`config.mk`:
```
export PLATFORM = sky130hd
export DESIGN_NAME = bist_controller
export DESIGN_NICKNAME = d
export VERILOG_FILES = /design/src/rtl/bist_controller.sv
export SDC_FILE = /design/constraint.sdc
export NUM_CORES = 1
export LEC_CHECK = 0
export ABC_AREA = 1
export CAP_MARGIN = 20
export CORE_AREA = 2 2 51 71
export CTS_CLUSTER_DIAMETER = 100
export DETAILED_ROUTE_END_ITERATION = 7
export DIE_AREA = 0 0 53 73
export PLACE_DENSITY = 0.61
export RECOVER_POWER = 50
export SLEW_MARGIN = 10
export SYNTH_ARGS = -nofsm -noshare
export SYNTH_HDL_FRONTEND = slang
export SYNTH_SLANG_ARGS = --single-unit
```
`constraint.sdc`:
```
create_clock -name clock -period 1.3 [get_ports clock]
set_input_delay 0.26 -clock clock [delete_from_list [all_inputs] [get_ports clock]]
set_output_delay 0.26 -clock clock [all_outputs]
set_load 0.01 [all_outputs]
```
`src/rtl/bist_controller.sv`:
```
// BIST sequencer: drives a maximal-length 4-bit LFSR pattern stream into the
// CUT, clears the downstream MISR before each run, then captures the final
// signature and compares it against a golden value.
module bist_controller #(
  parameter logic [3:0] SEED         = 4'b0001,
  parameter int         NUM_PATTERNS = 15,
  parameter logic [3:0] GOLDEN_SIG   = 4'b0000
) (
  input  logic       clock,
  input  logic       reset,
  input  logic       start,
  input  logic       abort,
  input  logic [3:0] signature,
  output logic [3:0] pattern,
  output logic       pattern_valid,
  output logic       test_mode,
  output logic       misr_clear,
  output logic       busy,
  output logic       done,
  output logic       pass,
  output logic [3:0] sig_captured
);

  // An all-zero seed would lock the LFSR, so it is replaced by 0001.
  localparam logic [3:0] SEED_N = (SEED == 4'b0000) ? 4'b0001 : SEED;
  localparam logic [7:0] LAST   = 8'(NUM_PATTERNS - 1);

  typedef enum logic [2:0] {IDLE, INIT, RUN, COMPARE, DONE} state_t;

  state_t     state, state_next;
  logic [7:0] count, count_next;
  logic [3:0] pattern_next, sig_captured_next;
  logic       pattern_valid_next, test_mode_next, misr_clear_next;
  logic       busy_next, done_next, pass_next;

  // x^4 + x^3 + 1, period 15.
  function automatic logic [3:0] lfsr_step(input logic [3:0] p);
    return {p[2:0], p[3] ^ p[2]};
  endfunction

  // Next-state and next-output decode; every output is registered from here.
  always_comb begin
    state_next         = state;
    count_next         = count;
    pattern_next       = pattern;
    pattern_valid_next = pattern_valid;
    test_mode_next     = test_mode;
    misr_clear_next    = misr_clear;
    done_next          = done;
    pass_next          = pass;
    sig_captured_next  = sig_captured;

    case (state)
      IDLE, DONE: begin
        if (start) begin
          state_next      = INIT;
          pattern_next    = SEED_N;
          test_mode_next  = 1'b1;
          misr_clear_next = 1'b1;
          done_next       = 1'b0;
          pass_next       = 1'b0;
        end
      end
      INIT: begin
        state_next         = RUN;
        misr_clear_next    = 1'b0;
        pattern_valid_next = 1'b1;
        count_next         = 8'd0;
      end
      RUN: begin
        pattern_next = lfsr_step(pattern);
        count_next   = count + 8'd1;
        if (count == LAST) begin
          state_next         = COMPARE;
          pattern_valid_next = 1'b0;
        end
      end
      COMPARE: begin
        state_next        = DONE;
        sig_captured_next = signature;
        pass_next         = (signature == GOLDEN_SIG);
        done_next         = 1'b1;
        test_mode_next    = 1'b0;
      end
      default: state_next = IDLE;
    endcase

    // Abort wins over everything an active run would otherwise do, including
    // the COMPARE capture; the last captured signature is kept.
    if (abort && (state == INIT || state == RUN || state == COMPARE)) begin
      state_next         = IDLE;
      pattern_next       = SEED_N;
      pattern_valid_next = 1'b0;
      test_mode_next     = 1'b0;
      misr_clear_next    = 1'b0;
      done_next          = 1'b0;
      pass_next          = 1'b0;
      sig_captured_next  = sig_captured;
    end

    busy_next = (state_next == INIT) || (state_next == RUN) || (state_next == COMPARE);
  end

  // State and output registers with asynchronous reset to the idle values.
  always_ff @(posedge clock or posedge reset) begin
    if (reset) begin
      state         <= IDLE;
      count         <= 8'd0;
      pattern       <= SEED_N;
      pattern_valid <= 1'b0;
      test_mode     <= 1'b0;
      misr_clear    <= 1'b0;
      busy          <= 1'b0;
      done          <= 1'b0;
      pass          <= 1'b0;
      sig_captured  <= 4'd0;
    end else begin
      state         <= state_next;
      count         <= count_next;
      pattern       <= pattern_next;
      pattern_valid <= pattern_valid_next;
      test_mode     <= test_mode_next;
      misr_clear    <= misr_clear_next;
      busy          <= busy_next;
      done          <= done_next;
      pass          <= pass_next;
      sig_captured  <= sig_captured_next;
    end
  end

endmodule
```
==> flow_summary.yaml <==
yosys:
  synth_edf_count: 0
  synthTopCellsByCount: "43 x nand2_1, 24 x dfrtp_1, 16 x inv_1"
  synthArstFlopShare: 1.00
  ys_seq_area_frac: 0.506
  synth_top_area_cell: "dfrtp_1"
  synth_simple_gate_area_frac: 0.322
  synth-xor-area-share: 0.0141
  ys_ff_latch: 25
  syn_area_um2: 1240
  synth_area_per_cell_um2: 8.27
  yosysWarnings: 0
  synth_top_flop_cell: "dfrtp_1"
  synth_most_common_cell: "nand2_1"
  synthMuxAreaShare: 0
  synthAdderAreaFrac: 0.0202
  yosysUniqueCellTypes: 23
  synth_top_area_frac: 0.484
  syn-num-nets: 160
  syn_inst: 150
  synth_compound_area_frac: 0.0656
  synth_area_leaders: "dfrtp_1 48%, nand2_1 13%, nand3_1 6.1%"
  synth_top_family_by_area: "simple AND/OR/NAND/NOR gates"
cells_and_area:
  layout.nets: 199
  fin_util: 0.494
  antenna_cells: 0
  fillers: 336
  layout-drive-gt1-share: 0.170
  regArea_um2: 629
  syn2layout_area_growth_pct: 31.0
  multiInputGateArea_um2: 538
cts:
  clkTransAtPathRegs_ns: 0.08
  cts_buffers: 3
  cts_buffer_depth: 2
  clock_sinks: 25
  root_buffer: "clkbuf_8"
  cts_max_level: 1
  cts_tree: "built"
  clock_latency_ns: 0.26
  cts-hold-fix-buffers: 0
outcome:
  status: "finished clean"
critical_path:
  cp-start-kind: "flop"
  criticalPathCategory: "reg -> reg"
  cp_data_required_time_ns: 1.45
  crit_arrival_ns: 1.36
  critPathMaxFanout: 7
  critPathCaptureType: "flop"
pwr:
  seqPwrFrac: 0.407
  power_density_nw_per_um2: 1790
  switching_share: 0.382
  p_comb_frac: 0.440
  report.power.total_mw: 2.91
  ir_worst_vdd_mv: 0.954
  p_leak_nw: 0.831
  pwr-share-clk: 0.153
  internal-power_mw: 1.80
  power_switching_mw: 1.11
sta:
  post-route-period-util: 0.929
  fin_hold_ws_ns: 0.495
  finalWorstPathRequiredPeriod_ns: 1.21
  worst_pin_slew_ns: 0.647
  fmax_mhz: 828
  setup_slack_ns: 0.0923
  hold_viol: 0
  setup_viol: 0
  finalMaxSlewViolations: 0
  slew_headroom: 0.569
  skew_ns: 0.00405
min_path:
  hp-class: "reg -> reg"
floorplan:
  pin_count: 22
  core_area_um2: 3280
  initial_utilization: 0.378
  dieArea_um2: 3870
  fp-row-count: 25
  chipHeight_um: 73
  fp.dieW_um: 53
global_route:
  grtUsageTotal: 0.166
  grt-ovfl-total: 0
  grt_pass1_vias: 1162
  grt_max_degree: 26
  antenna_found_initial: 0
  grt_pass1_wl_um: 4890
detailed_routing:
  wirelength_um: 2830
  vias: 1111
  dr.first_iter.drc_count: 12
  viasPerCell: 4.87
  postRouteAntennaNets: 0
  avgRoutedWirePerCell_um: 12.4
  drc: 0
  dr.pass1.iters: 4
run:
  cap_violations: 0
placement:
  dp_hpwl_um: 2120
  io_buffer_count: 21
  pre_cts_ws_ns: -0.120
  routabilityCongestion: 0.851
==> sequential cells by signal, indices dropped and copies added, names as in the netlist <==
signal,count
done,1
state,3
busy,1
count,8
pattern_valid,1
misr_clear,1
pass,1
test_mode,1
pattern,4
sig_captured,4
==> cell usage in the layout, fill, tap and decap left out, types with 4 or more instances in the layout <==
cell,synthesis,final
o21ai_1,3,4
o21ai_0,10,9
clkdlybuf4s50_1,0,6
dfrtp_1,24,22
buf_4,1,13
dlygate4sd2_1,0,13
inv_1,16,16
nand4_1,6,6
nand2_1,43,43
nor2_1,12,12
nand3_1,15,15
==> routing by layer <==
metal / track usage / vias up / wire length, µm
met5: 0 / - / 0
met1: 0.191 / 528 / 1100
met4: 0.0598 / 0 / 43
met3: 0.0246 / 4 / 74
met2: 0.301 / 20 / 1610
li1: - / 559 / -
==> cell families after synthesis <==
logic type / count (synthesis)
fa+ha+maj: 2
compound gates: 16
buf+inv: 21
xor+xnor: 2
flops: 25
simple gates: 84
==> critical path: stages (launching register included) <==
cell and delay [ns]:
dfrtp_2 0.45, inv_2 0.09, buf_4 0.16, nand2_1 0.06, nor2_1 0.14, nor2_1 0.08
nand3_1 0.06, nand2_1 0.06
==> cell type report <==
class                   instances  share of cell area
clock buffers                   4              0.0277
inverters                      19              0.0439
multi-input cells             105               0.331
flip-flops and latches         25               0.388
well taps                      40              0.0308
repair buffers                 35               0.179
==> final timing paths <==
path	startpoint	endpoint	slack, ns	depth (start not counted)
worst max register to register	state[2]	misr_clear	0.09	7
max in group asynchronous	reset	state[1]	0.23	3
min in group asynchronous	reset	pattern[1]	0.62	3
worst min register to register	sig_captured[0]	sig_captured[0]	0.49	2
worst min-delay path	sig_captured[0]	sig_captured[0]	0.49	2
worst max-delay path	state[2]	misr_clear	0.09	7
==> per-stage QoR <==
step	instance area, µm²	TNS, ns	cells
2_1_floorplan	1240	0	150
3_3_place_gp	1560	-0.375	218
3_5_place_dp	1560	-0.613	218
4_1_cts	1600	0	223
5_1_grt	1620	-0.00352	228
6_report	1620	0	228
==> power by group through the flow <==
| stage | Combinational, mW | Sequential, mW | Clock (mW) |
|---|---|---|---|
| after global routing | 1.42 | 1.22 | 0.489 |
| after global placement | 1.31 | 1.19 | 0 |
| after detailed placement | 1.33 | 1.19 | 0 |
| final | 1.28 | 1.18 | 0.445 |
| after floorplan | 0.648 | 1.25 | 0 |
| after CTS | 1.23 | 1.18 | 0.466 |
==> timing repair <==
item                       CTS  global route
buffers inserted             1             4
hold endpoints to repair     0             0
setup endpoints to repair   14            12
resized for setup           15             6
pin swaps                    0             1
cloned                       0             1
Note: power is estimated with default switching activity, not from simulation.
